--- src/rtl/muldiv_pkg.sv ---
// Shared definitions for the iterative multiply/divide unit.
// Holds the MULT/MULTU/DIV/DIVU opcodes (also decoded by the hazard unit),
// the FSM state encoding, and the iteration-counter width helper.
package muldiv_pkg;

  typedef enum logic [1:0] {
    OP_MULT  = 2'b00,
    OP_MULTU = 2'b01,
    OP_DIV   = 2'b10,
    OP_DIVU  = 2'b11
  } op_e;

  typedef enum logic [1:0] {
    ST_IDLE = 2'b00,
    ST_RUN  = 2'b01,
    ST_FIX  = 2'b10
  } state_e;

  // Counter must hold values 0..xlen.
  function automatic int unsigned cnt_width(input int unsigned xlen);
    return $clog2(xlen + 1);
  endfunction

endpackage

--- src/rtl/twos_abs_neg.sv ---
// Conditional two's-complement negation, used as absolute value on operand
// entry (neg = signed op & sign bit) and as sign correction of results.
// Ports:
//   neg   - negate x when high
//   x     - input value
//   res_c - x or -x (combinational)
module twos_abs_neg #(
  parameter int unsigned XLEN = 32
) (
  input  logic            neg,
  input  logic [XLEN-1:0] x,
  output logic [XLEN-1:0] res_c
);

  assign res_c = neg ? (~x + XLEN'(1)) : x;

endmodule

--- src/rtl/muldiv_unit.sv ---
// Iterative multiply/divide unit with HI/LO registers for the MIPS EX stage.
// MULT/MULTU use shift-add, DIV/DIVU use restoring division; each takes one
// RUN cycle per bit plus a FIX cycle for sign correction and commit.
// Ports:
//   clk, rst          - clock, async active-low reset
//   start, op, a, b   - launch request, opcode, operands (sampled in IDLE)
//   flush             - abort a running or requested operation
//   mthi, mtlo, wdata - direct HI/LO writes (IDLE only)
//   busy, done        - operation in progress / one-cycle result pulse
//   div_by_zero       - last completed divide had a zero divisor
//   hi, lo            - HI/LO result registers
module muldiv_unit
  import muldiv_pkg::*;
#(
  parameter int unsigned XLEN = 32
) (
  input  logic            clk,
  input  logic            rst,
  input  logic            start,
  input  logic [1:0]      op,
  input  logic [XLEN-1:0] a,
  input  logic [XLEN-1:0] b,
  input  logic            flush,
  input  logic            mthi,
  input  logic            mtlo,
  input  logic [XLEN-1:0] wdata,
  output logic            busy,
  output logic            done,
  output logic            div_by_zero,
  output logic [XLEN-1:0] hi,
  output logic [XLEN-1:0] lo
);

  localparam int unsigned W2 = 2 * XLEN;
  localparam int unsigned CW = cnt_width(XLEN);

  state_e          state_q, state_d;
  logic [W2-1:0]   acc_q, acc_d;      // mult: {partial, multiplier}; div: {rem, quo}
  logic [XLEN-1:0] dreg_q, dreg_d;    // multiplicand or divisor magnitude
  logic [CW-1:0]   cnt_q, cnt_d;
  logic            div_q, div_d;
  logic            qneg_q, qneg_d;    // product / quotient sign
  logic            rneg_q, rneg_d;    // remainder sign
  logic            zero_q, zero_d;    // divide with b == 0
  logic [XLEN-1:0] hi_q, hi_d, lo_q, lo_d;
  logic            dbz_q, dbz_d, done_q, done_d, busy_q, busy_d;

  // Operand entry: magnitudes of signed operands
  op_e             op_in;
  logic            is_signed_c, a_neg_c, b_neg_c, launch_c;
  logic [XLEN-1:0] abs_a_c, abs_b_c;

  assign op_in       = op_e'(op);
  assign is_signed_c = (op_in == OP_MULT) || (op_in == OP_DIV);
  assign a_neg_c     = is_signed_c & a[XLEN-1];
  assign b_neg_c     = is_signed_c & b[XLEN-1];
  assign launch_c    = (state_q == ST_IDLE) & start & ~flush;

  twos_abs_neg #(.XLEN(XLEN)) u_abs_a (.neg(a_neg_c), .x(a), .res_c(abs_a_c));
  twos_abs_neg #(.XLEN(XLEN)) u_abs_b (.neg(b_neg_c), .x(b), .res_c(abs_b_c));

  // Shift-add step: add multiplicand to upper half when LSB set, then shift right
  logic [XLEN:0]   sum_c;
  logic [W2-1:0]   mul_next_c;
  assign sum_c      = {1'b0, acc_q[W2-1:XLEN]} + {1'b0, dreg_q};
  assign mul_next_c = acc_q[0] ? {sum_c, acc_q[XLEN-1:1]} : {1'b0, acc_q[W2-1:1]};

  // Restoring step: shifted remainder needs XLEN+1 bits for the compare
  logic [XLEN:0]   rem_c;
  logic [XLEN-1:0] diff_c;
  logic            ge_c;
  logic [W2-1:0]   div_next_c;
  assign rem_c      = acc_q[W2-1:XLEN-1];
  assign ge_c       = rem_c >= {1'b0, dreg_q};
  assign diff_c     = rem_c[XLEN-1:0] - dreg_q;
  assign div_next_c = ge_c ? {diff_c, acc_q[XLEN-2:0], 1'b1} : {acc_q[W2-2:0], 1'b0};

  // Sign correction of results
  logic [W2-1:0]   prod_fix_c;
  logic [XLEN-1:0] quo_fix_c, rem_fix_c;

  twos_abs_neg #(.XLEN(W2))   u_fix_prod (.neg(qneg_q), .x(acc_q), .res_c(prod_fix_c));
  twos_abs_neg #(.XLEN(XLEN)) u_fix_quo  (.neg(qneg_q), .x(acc_q[XLEN-1:0]), .res_c(quo_fix_c));
  twos_abs_neg #(.XLEN(XLEN)) u_fix_rem  (.neg(rneg_q), .x(acc_q[W2-1:XLEN]), .res_c(rem_fix_c));

  // State register
  always_ff @(posedge clk or negedge rst) begin
    if (!rst) state_q <= ST_IDLE;
    else      state_q <= state_d;
  end

  // Next-state logic
  always_comb begin
    state_d = state_q;
    unique case (state_q)
      ST_IDLE: if (launch_c) state_d = ST_RUN;
      ST_RUN: begin
        if (flush)                          state_d = ST_IDLE;
        else if (cnt_q == CW'(XLEN - 1))    state_d = ST_FIX;
      end
      ST_FIX:  state_d = ST_IDLE;
      default: state_d = ST_IDLE;
    endcase
  end

  // Datapath and output next values
  always_comb begin
    acc_d  = acc_q;
    dreg_d = dreg_q;
    cnt_d  = cnt_q;
    div_d  = div_q;
    qneg_d = qneg_q;
    rneg_d = rneg_q;
    zero_d = zero_q;
    hi_d   = hi_q;
    lo_d   = lo_q;
    dbz_d  = dbz_q;
    done_d = 1'b0;
    busy_d = (state_d != ST_IDLE);
    unique case (state_q)
      ST_IDLE: begin
        if (mthi) hi_d = wdata;
        if (mtlo) lo_d = wdata;
        if (launch_c) begin
          div_d  = op[1];
          acc_d  = op[1] ? {XLEN'(0), abs_a_c} : {XLEN'(0), abs_b_c};
          dreg_d = op[1] ? abs_b_c : abs_a_c;
          cnt_d  = '0;
          qneg_d = a_neg_c ^ b_neg_c;
          rneg_d = a_neg_c;
          zero_d = op[1] & (b == '0);
          dbz_d  = 1'b0;
        end
      end
      ST_RUN: begin
        if (!flush) begin
          acc_d = div_q ? div_next_c : mul_next_c;
          cnt_d = cnt_q + CW'(1);
        end
      end
      ST_FIX: begin
        done_d = 1'b1;
        dbz_d  = zero_q;
        if (div_q) begin
          hi_d = rem_fix_c;                      // equals a when b == 0
          lo_d = zero_q ? '1 : quo_fix_c;
        end else begin
          {hi_d, lo_d} = prod_fix_c;
        end
      end
      default: ;
    endcase
  end

  // Datapath and output registers
  always_ff @(posedge clk or negedge rst) begin
    if (!rst) begin
      acc_q  <= '0;
      dreg_q <= '0;
      cnt_q  <= '0;
      div_q  <= 1'b0;
      qneg_q <= 1'b0;
      rneg_q <= 1'b0;
      zero_q <= 1'b0;
      hi_q   <= '0;
      lo_q   <= '0;
      dbz_q  <= 1'b0;
      done_q <= 1'b0;
      busy_q <= 1'b0;
    end else begin
      acc_q  <= acc_d;
      dreg_q <= dreg_d;
      cnt_q  <= cnt_d;
      div_q  <= div_d;
      qneg_q <= qneg_d;
      rneg_q <= rneg_d;
      zero_q <= zero_d;
      hi_q   <= hi_d;
      lo_q   <= lo_d;
      dbz_q  <= dbz_d;
      done_q <= done_d;
      busy_q <= busy_d;
    end
  end

  assign busy        = busy_q;
  assign done        = done_q;
  assign div_by_zero = dbz_q;
  assign hi          = hi_q;
  assign lo          = lo_q;

endmodule

--- config.mk ---
export PLATFORM = sky130hd
export DESIGN_NAME = muldiv_unit
export DESIGN_NICKNAME = d
export VERILOG_FILES = /design/src/rtl/muldiv_pkg.sv /design/src/rtl/twos_abs_neg.sv /design/src/rtl/muldiv_unit.sv
export SDC_FILE = /design/constraint.sdc
export NUM_CORES = 1
export LEC_CHECK = 0
export CORE_MARGIN = 5
export CORE_UTILIZATION = 45
export CTS_CLUSTER_SIZE = 30
export DETAILED_ROUTE_END_ITERATION = 10
export PLACE_DENSITY_LB_ADDON = 0.15
export SETUP_SLACK_MARGIN = 0.15
export SLEW_MARGIN = 30
export SYNTH_ARGS = -nofsm -noshare
export SYNTH_HDL_FRONTEND = slang
export SYNTH_SLANG_ARGS = --single-unit
--- constraint.sdc ---
create_clock -name clk -period 3.2 [get_ports clk]
set_input_delay 0.8 -clock clk [delete_from_list [all_inputs] [get_ports clk]]
set_output_delay 0.8 -clock clk [all_outputs]
set_load 0.01 [all_outputs]
# Word-level counts from Yosys, hierarchy flattened
# Cells that the tools add are included.
totals:
  romBits: 0
  out_inout_bits: 67
  regBits: 175
  input_bits: 104
  wordCells: 84
  latch_bits: 0
  ramBits: 0
  memories: 0
classes:
  n_bitwise: 12
  add_sub_neg: 8
  n_eq_ne: 8
  multipliers: 0
  div_mod_pow: 0
  reduce_logical: 12
  shifts: 0
  order_cmp: 1
  muxes: 30
ops:
  columns: ["operator", "n"]
  rows:
  - ["2-to-1 mux 64 bit", 6]
  - ["2-to-1 mux 32 bit", 11]
  - ["adder 32 x 1 -> 32 bit, second input constant", 4]
  - ["inverter 32 bit", 4]
  - ["case mux 32 bit (2 select lines)", 2]
  - ["case mux 64 bit (2 select lines)", 1]
  - ["adder 64 x 1 -> 64 bit, second input constant", 1]
  - ["inverter 64 bit", 1]
  - ["adder 32 x 32 -> 33 bit", 1]
  - ["greater-or-equal comparator 33 x 32 -> 1 bit", 1]
  - ["logical NOT 32 bit", 1]
  - ["subtractor 32 bit", 1]
  - ["2-to-1 mux 6 bit", 2]
  - ["case mux 6 bit (2 select lines)", 1]
  - ["inequality test 2 bit, second input constant", 4]
  - ["AND reduction 2 bit", 4]
  - ["adder 6 x 1 -> 6 bit, second input constant", 1]
  - ["== test 6 x 5 -> 1 bit, second input constant", 1]
  - ["2-to-1 mux 2 bit", 3]
  - ["nonzero test 2 bit", 3]
  - ["bitwise AND 1 bit", 5]
  - ["== test 2 bit, second input constant", 2]
  - ["logical NOT 2 bit", 2]
  - ["case mux 2 bit (2 select lines)", 1]
  - ["other kinds (7)", 8]

# Longest topological paths before layout
# Gate-level depths: netlist (run 1).
depth:
  ltp_word: 7
  ltp_mapped: 15
  mapped_depth_nobuf: 13

# Modules after synthesis
# From an unflattened synthesis (run 1), not the netlist that was laid out.
unflattened:
  cells_unflattened: 2161
  area_unflattened_um2: 17654.4
by_module_without_submodules:
  columns: ["module", "area_per_inst_um2", "seq_area_each_um2", "cells_per_inst", "instances"]
  rows:
  - ["muldiv_unit", 12897.4, 4379.2, 1559, 1]
  - ["twos_abs_neg (u_abs_a ...)", 777.0, 0.0, 99, 4]
  - ["twos_abs_neg (u_fix_prod)", 1649.1, 0.0, 206, 1]

# Worst setup path after synthesis (run 1)
# No wires, ideal clock.
synth_path:
  path_type: "register -> register"
  from: "reg acc_q[10]"
  to: "reg hi_q[31], in the netlist hi[31]"
  period_less_slack_ps: 3200
  slack_ps: 0
  arrival_time_ps: 3071
  setup_ps: 129
  stages_incl_launch_ff: 12
  n_path_buf: 2
  required_time_ps: 3071
  cell_sequence: "dfrtp_1 buf_6 or4_4 or4b_4 or4b_4 or2_0 buf_6 o21ai_2 nand2_2 nor3b_2 mux2i_1 o21ai_1"
synth_between:
  elab_chain_cells: 5
synth_rtl:
  columns: ["element", "line", "rtl"]
  rows:
  - ["start, declared", "muldiv_unit.sv:38", "logic [W2-1:0] acc_q, acc_d;"]
  - ["start signal, assigned", "muldiv_unit.sv:158", "acc_q <= '0;"]
  - ["start signal, assigned", "muldiv_unit.sv:171", "acc_q <= acc_d;"]
  - ["inverter 64 bit", "twos_abs_neg.sv:15", "assign res_c = neg ? (~x + XLEN'(1)) : x;"]
  - ["adder 64 x 1 -> 64 bit", "twos_abs_neg.sv:15", null]
  - ["2-to-1 mux 64 bit", "twos_abs_neg.sv:15", null]
  - ["2-to-1 mux 32 bit", "muldiv_unit.sv:144", "if (div_q) begin"]
  - ["case mux 32 bit (2 select lines)", "muldiv_unit.sv:120", "unique case (state_q)"]
  - ["end signal, assigned", "muldiv_unit.sv:178", "hi_q <= hi_d;"]
  - ["end, declared", "muldiv_unit.sv:45", "logic [XLEN-1:0] hi_q, hi_d, lo_q, lo_d;"]
# No other way between the ends.
# A chain may end at the register's enable or synchronous reset.

# Worst setup path in the final report (run 1)
layout_path:
  from: "reg acc_q[11]"
  to: "reg hi_q[16], in the netlist hi[16]"
# Same word-level chain as after synthesis.

==> impl_metrics.ini, run 1 <==
[outcome]
status = finished, violations left
violations = setup timing

[finish]
nFillCells = 3028
instances_no_fill = 2837
layout-drive-gt1-share = 0.223
final_design_area_no_fill_um2 = 21400
area_growth_pct = 37.9
fin_nets = 2544
antenna_cells = 0

[route]
drt_pass1_iterations = 6
wirelength_um = 64000
drc_errors = 0
vias_per_cell = 6.04
drt-wirelength-per-cell_um = 22.6
ant_nets = 0
drtIter0Drc = 1560
dr_total_vias = 17100

[sta]
setup-violations-final = 18
fmax_mhz = 292
fin_crit_sh = 1.07
worstMarginPinSlew_ps = 987
rsz0062_at_grt = true
fin_crit_ps = 3430
setup_ws_ps = -227
hold_violations = 0
fin_skew_ps = 16.9
report.final.slew_viol_count = 0
maxSlewHeadroom = 0.342

[grt]
grt_overflow_total = 0
grt_pass1_wl_um = 95800
grt_max_degree = 73
antenna_found_initial = 2
grt_use_total = 0.319
grt_pass1_vias = 16300

[floorplan]
die_height_um = 196
die_area_um2 = 38400
start_util = 0.453
ios = 171
fp.dieW_um = 196
core_area_um2 = 34300
row_count = 68

[placement]
hpwlAfterDp_um = 49800
gp_congestion = 0.965
placedInstanceArea_um2 = 19500
dp.cells = 2771
io_buffers = 170

[clock_tree]
cts-buffers-inserted = 17
clock_sinks = 175
cts_tree = built
h-tree-depth = 4
clockBufferDepth = 2
clk_latency_ps = 450
root_buffer = clkbuf_16
clk_pin_slew_ps = 80

[yosys]
synth_edf_count = 0
ys_warn_count = 0
syn_area_um2 = 15500
synth_area_per_cell_um2 = 7.74
synthesis.nets = 2183
synthCells = 2008
synth-main-ff-cell = dfrtp_1
synth-seq-area-share = 0.282
ys_ff_latch = 175
synth_cell_types = 77
async_flop_share = 1.00

[worst_setup_path]
crit_fanout = 8
required_ps = 3520
endpoint_kind = register
cp.arrival_ps = 3750
critPathLaunchType = register
crit_type = register to register

[pwr]
max-vdd-ir-drop_uv = 567
cellPowerDensity_nw_per_um2 = 849
p_leak_uw = 0.00918

[hold_path]
hp-class = primary input to async pin

[flow_run]
drv_cap = 0
-- state kept, by name, summed over array words and instances (netlist names) --
| register | flops |
|---|---|
| done | 1 |
| cnt_q | 6 |
| dreg_q | 32 |
| zero_q | 1 |
| busy | 1 |
| div_by_zero | 1 |
| div_q | 1 |
| rneg_q | 1 |
| acc_q | 64 |
| hi | 32 |
| qneg_q | 1 |
| state_q | 2 |
| lo | 32 |
-- cell usage in the layout (no fill, tap or decap), drive strengths merged, types with 9 or more instances in the layout --
cell type      instances
a22o                  12
nor4                  20
o21ai                207
dfrtp                175
clkbuf                19
mux2                  13
a21oi                192
or3                   29
o31ai                 26
o211ai                22
a21o                  36
xnor2                110
or2                   10
nand4                 15
buf                  311
a31oi                 25
nor2b                 19
nor2                 154
o22ai                 49
nand2b                19
a211oi                31
ha                    69
o21bai                 9
inv                   72
nand3                 23
clkdlybuf4s50        164
xor2                  57
and3                  20
a22oi                 11
o41ai                 10
o21a                  17
mux2i                 61
nor3                  51
nand2                210
-- critical path: stages (launching register included) --
cell and delay [ps]:
dfrtp_1 380, or4_4 540, or4b_4 540, or4_4 530
nor4_4 160, buf_4 180, a21o_1 150, buf_12 130
a31oi_1 110, xnor2_1 460, a21oi_1 130
-- repair_timing --
item	4_1_cts	5_1_grt
pin swaps	60	107
setup buffers	9	25
gates cloned	0	0
resized for setup	100	158
setup endpoints to repair	70	91
hold buffers	0	0
-- worst paths after layout --
path,from,to,slack (ps),cells after the start
max,acc_q[11],hi[16],-230,10
min,rst,acc_q[57],240,1
max reg2reg,acc_q[11],hi[16],-230,10
min reg2reg,hi[3],hi[3],480,2
max in group asynchronous,rst,lo[11],2000,2
min in group clk,hi[3],hi[3],480,2
-- kinds of logic after synthesis --
family                   count (synthesis)  share of synthesized area
adder cells (fa/ha/maj)                 71                     0.0581
AO/OA/AOI/OAI                          712                      0.282
XOR/XNOR                               167                     0.0941
flip-flops                             175                      0.282
buffers and inverters                  203                     0.0502
AND/OR/NAND/NOR                        606                      0.185
multiplexers                            74                     0.0487
-- Yosys cell counts, drive strengths merged, types with 7 or more instances --
master / instances / area, um2
and3: 20 / 125
nand4: 15 / 93.8
nor2b: 19 / 119
nand3: 23 / 115
o21a: 17 / 128
a32o: 7 / 70.1
xnor2: 110 / 963
o31ai: 26 / 195
mux2: 13 / 146
or2: 10 / 62.6
ha: 69 / 863
o21ai: 207 / 1040
a21o: 36 / 270
or4: 7 / 56.3
nand2: 210 / 791
or3: 29 / 181
a21oi: 192 / 961
and2: 7 / 43.8
xor2: 57 / 499
dfrtp: 175 / 4380
a22o: 12 / 105
a22oi: 11 / 82.6
mux2i: 61 / 611
o211ai: 22 / 165
nand2b: 19 / 119
inv: 64 / 240
nor4: 20 / 131
nor2: 154 / 578
o21bai: 9 / 67.6
nor3: 51 / 255
a211oi: 31 / 233
clkbuf: 121 / 455
buf: 16 / 77.6
o41ai: 10 / 87.6
a31oi: 25 / 156
o22ai: 49 / 307
o31a: 7 / 61.3
-- per-layer routing --
metal	part of all wire	wire, um	up-vias	GRT usage
li1	-	-	8043	-
met1	0.41	26500	8202	0.431
met2	0.46	29700	774	0.522
met3	0.080	5100	127	0.0414
met4	0.043	2750	0	0.124
met5	0	0	-	0
-- where the power goes --
group	leakage, uW	total [uW]	internal, uW	switching (uW)
combinational	0.00675	12700	5730	6960
sequential	0.00214	3380	2760	623
clock	0.000285	2130	1060	1070
total	0.00918	18200	9550	8650
-- metrics by stage --
stage	setup TNS [ps]	hold slack (ps)	util	power, uW	worst slack, ps
after floorplan	0	467	-	9990	30.5
after global placement	-9590	457	0.567	14300	-432
after detailed placement	-11550	469	0.567	14400	-490
after CTS	-1640	226	0.597	16900	-174
after global routing	-3800	255	0.625	19300	-264
final	-1850	241	0.625	18200	-227
-- area by class of cell --
class / instances / area, um2 / area share
inverters: 66 / 248 / 0.0116
clock inverters: 13 / 136 / 0.00636
repair buffers: 479 / 4190 / 0.195
multi-input cells: 1630 / 11500 / 0.534
well taps: 455 / 569 / 0.0266
flip-flops and latches: 175 / 4390 / 0.205
clock buffers: 19 / 443 / 0.0207
No activity file was read; power rests on OpenSTA's default activity.
==> run 2, diff against run 1 <==
--- a/config.mk
+++ b/config.mk
@@ -7,6 +7,7 @@
 export LEC_CHECK = 0
 export CORE_MARGIN = 5
 export CORE_UTILIZATION = 45
+export CTS_BUF_LIST = sky130_fd_sc_hd__clkbuf_16
 export CTS_CLUSTER_SIZE = 30
 export DETAILED_ROUTE_END_ITERATION = 10
 export PLACE_DENSITY_LB_ADDON = 0.15
@@ -14,4 +15,5 @@
 export SLEW_MARGIN = 30
 export SYNTH_ARGS = -nofsm -noshare
 export SYNTH_HDL_FRONTEND = slang
+export SYNTH_HIERARCHICAL = 1
 export SYNTH_SLANG_ARGS = --single-unit
==> run 2 against run 1 <==
Against the previous run: total power increased by 7.3%; via count increased by 5.6%; die area increased by 13%; sequential cell count unchanged; global-route usage decreased by 3.6 points; register-to-register slack improved by 310 ps; critical path type unchanged; the flow now finishes without violations; first-iteration DRC count increased by 12%; area after synthesis increased by 14%; clock skew decreased by 0.78 ps.
==> impl_metrics.ini, run 2 <==
[outcome]
status = completed

[sta]
hold_violations = 0
timing.hold.ws_ps = 294
fmax_mhz = 321
fin_crit_sh = 0.974
setup-violations-final = 0
fin_skew_ps = 16.1
rsz0062_at_grt = true
fin_crit_ps = 3120
maxSlewHeadroom = 0.444
finalSetupTns_ps = 0
worstMarginPinSlew_ps = 834
report.final.slew_viol_count = 0

[yosys]
ys_ff_latch = 175
yosys-top-cells-area = dfrtp_1 (25%), xnor2_1 (11%), mux2i_1 (7.1%)
yosysMostFrequentCell = nand2_1
synth-main-ff-cell = dfrtp_1
synthesis.nets = 2337
synth-seq-area-share = 0.248
synth_commonest_cells = nand2_1 (280), o21ai_0 (242), xnor2_1 (213)
synth_top_area_frac = 0.248
async_flop_share = 1.00
ys_warn_count = 6
synthCells = 2161
synth_cell_types = 89
synth_area_per_cell_um2 = 8.17
synth_edf_count = 0
synth_top_area_cell = dfrtp_1
syn_area_um2 = 17700

[finish]
instances_no_fill = 3039
layout_commonest_cell = nand2_1
area_growth_pct = 31.1
layout_common_cells = nand2_1 (280), buf_4 (242), o21ai_0 (234)
final_design_area_no_fill_um2 = 23100
antenna_cells = 0
multi_input_area_um2 = 13300
nFillCells = 3452
layout-drive-gt1-share = 0.218
register_area_um2 = 4400
final_core_util = 0.598
largest_reg_flops = 64
fin_nets = 2684
top_register = acc_q

[worst_setup_path]
r2r-end = acc_q[35]
cp.arrival_ps = 3460
rrSetupSlack_ps = 80
critPathLaunchType = register
crit_fanout = 6
endpoint_kind = register
r2r_cells = 13
crit_type = register to register
required_ps = 3540
r2r_start = acc_q[33]

[placement]
io_buffers = 170
placedInstanceArea_um2 = 21600
hpwlAfterDp_um = 50000
gp_congestion = 0.967
dp.cells = 2975

[floorplan]
die_height_um = 208
die_area_um2 = 43300
core_area_um2 = 38700
fp.dieW_um = 208
start_util = 0.456
row_count = 72
ios = 171

[grt]
grt_overflow_total = 0
grt_use_total = 0.283
grt_pass1_wl_um = 98700
grt_max_degree = 84
grt_pass1_vias = 17300
antenna_found_initial = 0

[route]
vias_per_cell = 5.96
dr_total_vias = 18100
drtIter0Drc = 1745
wirelength_um = 64600
ant_nets = 0
drt-wirelength-per-cell_um = 21.3
drc_errors = 0
drt_pass1_iterations = 7

[clock_tree]
clk_pin_slew_ps = 70
cts-buffers-inserted = 17
clockBufferDepth = 2
h-tree-depth = 4
clk_latency_ps = 460
clock_sinks = 175
hold_buffers = 0
root_buffer = clkbuf_16
cts_tree = built

[pwr]
p_leak_uw = 0.00944
sw_frac_of_total = 0.477
max-vdd-ir-drop_uv = 564
p_sw_uw = 9320
pwr-share-seq = 0.176
p_comb_frac = 0.721
cellPowerDensity_nw_per_um2 = 844
internal_power_uw = 10200
p_clk_frac = 0.103

[flow_run]
drv_cap = 0

[hold_path]
hp-class = primary input to async pin
run 2: cell types whose count changed in the layout (fill, tap and decap cells not counted), moves of 26 or more:
cell / before / now
xnor2_1: 98 / 213
nor2_1: 148 / 112
a21oi_1: 176 / 123
o21ai_0: 167 / 234
nand2_1: 201 / 280
buf_4: 281 / 242
mux2i_1: 60 / 122
xor2_1: 52 / 25
nor3_1: 44 / 17
o31ai_1: 25 / 51
run 2: final cells by class:
cell class                 count  area share
tap                          518      0.0280
clock inverter                15     0.00486
clock buffer                  17      0.0184
timing repair buffer         445       0.175
inverter                      68      0.0110
multi-input combinational   1801       0.573
sequential                   175       0.190
run 2: kinds of logic after synthesis:
group / after synthesis / share of synthesized area
buffers and inverters: 185 / 0.0415
and+or+nand+nor: 638 / 0.194
adders and majority gates: 72 / 0.0519
muxes: 165 / 0.0964
xor gates and xnor gates: 239 / 0.119
DFF: 175 / 0.248
AOI/OAI and AO/OA: 687 / 0.250
run 2: worst max-delay path by stage:
stage	startpoint	to	slack, ps	cells past startpoint
2_1_floorplan	acc_q[31]	acc_q[58]	140	14
3_3_place_gp	acc_q[32]	acc_q[0]	-60	11
3_5_place_dp	acc_q[32]	acc_q[39]	-80	13
4_1_cts	acc_q[32]	acc_q[57]	50	16
5_1_grt	acc_q[32]	acc_q[58]	-120	12
6_report	acc_q[33]	acc_q[35]	80	13
run 2: power by group through the flow:
stage	Sequential, uW	Combinational, uW	Clock (uW)
final	3430	14100	2020
after global routing	3500	15100	2130
after CTS	3410	13000	2050
after detailed placement	3420	12400	0
after global placement	3410	12200	0
after floorplan	3830	7590	0
run 2: critical path: stages, from the launching register on:
cell,delay [ps]
dfrtp_2,450
ha_1,220
a21o_1,190
a21oi_2,220
a21boi_4,100
o311a_4,380
o31a_1,280
o21ai_2,220
o21bai_4,160
buf_6,160
buf_8,140
mux2_4,310
a21oi_2,110
o21ai_1,80
run 2: metal layers:
metal  GRT usage  part of all wire
met1       0.392              0.44
met3      0.0419             0.066
met5           0                 0
met4      0.0743             0.028
met2       0.466              0.47
run 2: what timing repair did:
| action | CTS | global route |
|---|---|---|
| setup buffers | 15 | 17 |
| setup endpoints to repair | 44 | 55 |
| hold endpoints to repair | 0 | 0 |
| pin swaps | 32 | 64 |
| gates cloned | 2 | 0 |
| resized for setup | 54 | 103 |
run 2: stage by stage:
| stage | total power [uW] | worst slack [ps] |
|---|---|---|
| 6_report | 19500 | 82.3 |
| 5_1_grt | 20800 | -116 |
| 4_1_cts | 18500 | 50.1 |
| 3_5_place_dp | 15800 | -83.6 |
| 3_3_place_gp | 15600 | -58.7 |
| 2_1_floorplan | 11400 | 136 |
